### config.mk
export PLATFORM = sky130hd
export DESIGN_NAME = base_areskew
export DESIGN_NICKNAME = d
export VERILOG_FILES = /design/src/rtl/base_areskew.sv
export SDC_FILE = /design/constraint.sdc
export NUM_CORES = 1
export LEC_CHECK = 0
export ABC_AREA = 1
export CORE_MARGIN = 4
export CORE_UTILIZATION = 35
export CTS_CLUSTER_DIAMETER = 80
export DETAILED_ROUTE_END_ITERATION = 8
export SETUP_SLACK_MARGIN = 0.5
export SLEW_MARGIN = 15
export SYNTH_ARGS = -nofsm -noshare
export SYNTH_HDL_FRONTEND = slang
export SYNTH_SLANG_ARGS = --single-unit
### constraint.sdc
create_clock -name clk -period 1.4 [get_ports clk]
set_input_delay 0.21 -clock clk [delete_from_list [all_inputs] [get_ports clk]]
set_output_delay 0.21 -clock clk [all_outputs]
set_load 0.02 [all_outputs]
### src/rtl/base_areskew.sv
// base_areskew: transmit-side advance/delay skewer.
// A beat enters with its advance and delayed fields together and leaves with
// the advance field in the transfer cycle and the delayed field one cycle later.
//
// Handshake semantics (both sides): a beat moves when valid and ready are both
// high in the same cycle. The sender keeps valid and data stable until the beat
// moves. i_r and o_v depend only on registered occupancy, so there is no
// combinational path from o_r to i_r and no same-cycle bypass from input to output.
module base_areskew #(
  parameter int del_width = 1,
  parameter int adv_width = 1
) (
  input  logic                 clk,
  input  logic                 reset,
  input  logic                 i_v,
  input  logic [adv_width-1:0] i_d_adv,
  input  logic [del_width-1:0] i_d_del,
  output logic                 i_r,
  output logic                 o_v,
  output logic [adv_width-1:0] o_d_adv,
  input  logic                 o_r,
  output logic [del_width-1:0] o_d_del,
  output logic                 o_del_v
);

  // Two-entry FIFO storage, split per field.
  logic [adv_width-1:0] adv_mem_q [2];
  logic [adv_width-1:0] adv_mem_d [2];
  logic [del_width-1:0] del_mem_q [2];
  logic [del_width-1:0] del_mem_d [2];

  logic                 wptr_q, wptr_d;
  logic                 rptr_q, rptr_d;
  logic [1:0]           count_q, count_d;
  logic [del_width-1:0] o_d_del_q, o_d_del_d;
  logic                 o_del_v_q, o_del_v_d;

  logic push;
  logic pop;

  // Handshake outputs are driven purely from registered state.
  assign i_r     = (count_q != 2'd2);
  assign o_v     = (count_q != 2'd0);
  assign o_d_adv = adv_mem_q[rptr_q];
  assign o_d_del = o_d_del_q;
  assign o_del_v = o_del_v_q;

  // Next-state: write on accept, advance read and launch the delayed field on transfer.
  always_comb begin
    push      = i_v & i_r;
    pop       = o_v & o_r;
    adv_mem_d = adv_mem_q;
    del_mem_d = del_mem_q;
    wptr_d    = wptr_q;
    rptr_d    = rptr_q;
    count_d   = count_q;
    o_d_del_d = o_d_del_q;
    o_del_v_d = pop;

    if (push) begin
      adv_mem_d[wptr_q] = i_d_adv;
      del_mem_d[wptr_q] = i_d_del;
      wptr_d            = ~wptr_q;
    end

    // The delayed field is captured from the head entry in its transfer cycle,
    // so it appears on o_d_del exactly one cycle after o_d_adv was taken.
    if (pop) begin
      rptr_d    = ~rptr_q;
      o_d_del_d = del_mem_q[rptr_q];
    end

    case ({push, pop})
      2'b10:   count_d = count_q + 2'd1;
      2'b01:   count_d = count_q - 2'd1;
      default: count_d = count_q;
    endcase
  end

  // State registers; reset discards stored beats and any pending delayed strobe.
  always_ff @(posedge clk or posedge reset) begin
    if (reset) begin
      for (int i = 0; i < 2; i++) begin
        adv_mem_q[i] <= '0;
        del_mem_q[i] <= '0;
      end
      wptr_q    <= 1'b0;
      rptr_q    <= 1'b0;
      count_q   <= 2'd0;
      o_d_del_q <= '0;
      o_del_v_q <= 1'b0;
    end else begin
      adv_mem_q <= adv_mem_d;
      del_mem_q <= del_mem_d;
      wptr_q    <= wptr_d;
      rptr_q    <= rptr_d;
      count_q   <= count_d;
      o_d_del_q <= o_d_del_d;
      o_del_v_q <= o_del_v_d;
    end
  end

endmodule
==> results.json <==
{
  "worst_slew_pin_slew_ps": 398.5,
  "synthTopCellsByCount": "nand2_1, dfrtp_1, nand4_1, inv_1",
  "cts_htree_levels": 1,
  "tritoncts": "yes",
  "portBuffers": 10,
  "skew_ps": 2.918,
  "drt-met1-wl_um": 452,
  "cp-start-kind": "flop",
  "post-route-worst-setup-slack_ps": 160.3,
  "grt_max_degree": 11,
  "hold_buffers": 0,
  "nets": 91,
  "finalInstanceArea_um2": 785.8,
  "track_usage": 0.1122,
  "synth_top_flop_cell": "dfrtp_1",
  "power_mw": 1.832,
  "ys_ff_latch": 10,
  "seqCellArea_um2": 250.2,
  "max-cap-violations": 0,
  "multiInputGateArea_um2": 252.7,
  "arrival_ps": 1400,
  "hpwl_um": 744.8,
  "route.met2.wl_um": 492,
  "fin_crit_sh": 0.8855,
  "synth_area_leaders": "dfrtp_1, nand2_1, nand2_4",
  "status": "complete, no violations",
  "ys_seq_area_frac": 0.5038,
  "dp_worst_setup_slack_ps": 21.25,
  "dieArea_um2": 2086,
  "wl_per_cell_um": 10.43,
  "syn-instance-count": 58,
  "start_util": 0.3770,
  "antenna_found_initial": 0,
  "grt_pass1_wl_mm": 1.607,
  "drt_iter0_markers": 6,
  "met3WireLength_um": 68,
  "rows": 13,
  "fmaxAchievable_ghz": 0.8066,
  "yosysTopAreaCell": "dfrtp_1",
  "cts_buffer_depth": 2,
  "synth_most_common_cell": "nand2_1",
  "syn_nets": 65,
  "drt.antenna.violating_nets": 0,
  "route.detailed.drc": 0,
  "cts_sinks": 10,
  "ios": 11,
  "syn_area_per_cell_um2": 8.564,
  "overflow": 0,
  "min_period_ps": 1240,
  "dpl_cell_area_um2": 666.9,
  "wl_mm": 1.022,
  "clk_pin_slew_ps": 70,
  "setup_viol": 0,
  "netlist-cell-type-count": 12,
  "top_layer_used": "met4",
  "ys_warn_count": 0,
  "grt_pass1_vias": 370,
  "worstSetupPathType": "reg2reg",
  "min_path_type": "in2async",
  "rsz0062_at_grt": "yes",
  "cp.required_ps": 1560,
  "synth-edff-count": 0,
  "syn2layout_area_growth_pct": 58.19,
  "antenna_cells": 0,
  "drive_gt1_frac": 0.4337,
  "clockRootBuffer": "clkbuf_4",
  "insertion_delay_ps": 270,
  "hold_viol_final": 0,
  "cp_max_fo": 3,
  "cts_made_buffers": 3,
  "syn_area_um2": 496.7,
  "powerDensity_nw_per_um2": 2332,
  "setup-tns-final_ps": 0,
  "die_x_um": 45.67,
  "firstDrtPassIters": 2,
  "n_fill_cell": 121,
  "vias_per_cell": 4.612,
  "chipHeight_um": 45.67,
  "gp_congestion": 0.6860,
  "p_leak_nw": 0.4150,
  "synth_async_sr_flop_share": 1.000,
  "ir_drop_mv": 1.076,
  "report.final.slew_viol_count": 0,
  "setup.worst_path.end_class": "flop",
  "core_area_um2": 1318,
  "num_vias": 452,
  "relSlewSlack": 0.7341,
  "synth_top_area_frac": 0.5038
}
cell type report:
| cell class | instances | share of cell area |
|---|---|---|
| clock buffers | 4 | 0.04618 |
| inverters | 8 | 0.04777 |
| multi-input cells | 40 | 0.3217 |
| flip-flops and latches | 10 | 0.3185 |
| well taps | 15 | 0.02389 |
| repair buffers | 21 | 0.2420 |
per-stage QoR:
step	utilization	instances	hold slack, ps
2_1_floorplan	-	58	50.18
3_3_place_gp	0.5062	87	459.6
3_5_place_dp	0.5062	87	465.5
4_1_cts	0.5613	94	225.1
5_1_grt	0.5964	98	245.9
6_report	0.5964	98	217.5
repair_timing:
action | 4_1_cts | 5_1_grt
pin swaps | 6 | 0
setup buffers | 3 | 4
resized for setup | 31 | 5
endpoints found under the setup margin | 15 | 15
flip-flops by register name (all words and copies together) (netlist names):
| name | flops |
|---|---|
| del_mem_q | 2 |
| count_q | 2 |
| o_d_del | 1 |
| rptr_q | 1 |
| o_del_v | 1 |
| adv_mem_q | 2 |
| wptr_q | 1 |
kinds of logic (layout without fill, tap and decap cells):
family	count (synthesis)	count (layout)	share of synthesized area
simple gates	38	38	0.3904
flops	10	10	0.5038
buf+inv	8	33	0.06295
fa+ha+maj	1	1	0.02518
xor+xnor	1	1	0.01764
routing by layer:
metal	up-vias	global-route usage
met3	2	0.03557
met2	12	0.1643
li1	233	-
met4	0	0.07018
met5	-	0
met1	205	0.1408
placed cells by master (no fill, tap or decap):
master and n:
buf_6 6, inv_2 3, nand2_1 23, inv_1 3
nand2_2 3, clkbuf_8 1, nand2_4 4, xnor2_1 1
ha_4 1, nand4_1 5, nand3_4 1, clkbuf_4 3
buf_4 9, nand3_2 2, clkinv_4 1, dfrtp_1 10
clkdlybuf4s50_1 5, buf_2 1, inv_4 1
final timing paths:
check	endpoint	from	depth (start not counted)	slack (ps)
setup / recovery	count_q[1]$_DFFE_PP0P_	count_q[0]$_DFFE_PP0P_	9	160
hold / removal	o_del_v$_DFF_PP0_	reset	2	220
setup reg to reg	count_q[1]$_DFFE_PP0P_	count_q[0]$_DFFE_PP0P_	9	160
hold reg to reg	del_mem_q[1]$_DFFE_PP0P_	del_mem_q[1]$_DFFE_PP0P_	2	480
max in group asynchronous	wptr_q$_DFFE_PP0N_	reset	2	900
min in group clk	del_mem_q[1]$_DFFE_PP0P_	del_mem_q[1]$_DFFE_PP0P_	2	480
power by group:
group          leakage [nW]  total [mW]  switching (mW)  internal (mW)
logic                 0.271        1.03           0.520          0.510
clock network        0.0210       0.266           0.108          0.158
registers             0.123       0.536           0.110          0.427
total                 0.415        1.83           0.737           1.09
critical path: stages (launching register included):
cell and delay, ps:
dfrtp_1 390, inv_2 120, nand2_4 70, nand2_4 70, clkinv_4 50, ha_4 220, inv_4 60, nand3_2 40
nand2_1 50, nand2_1 50
Power figures use the tool's default switching activity.
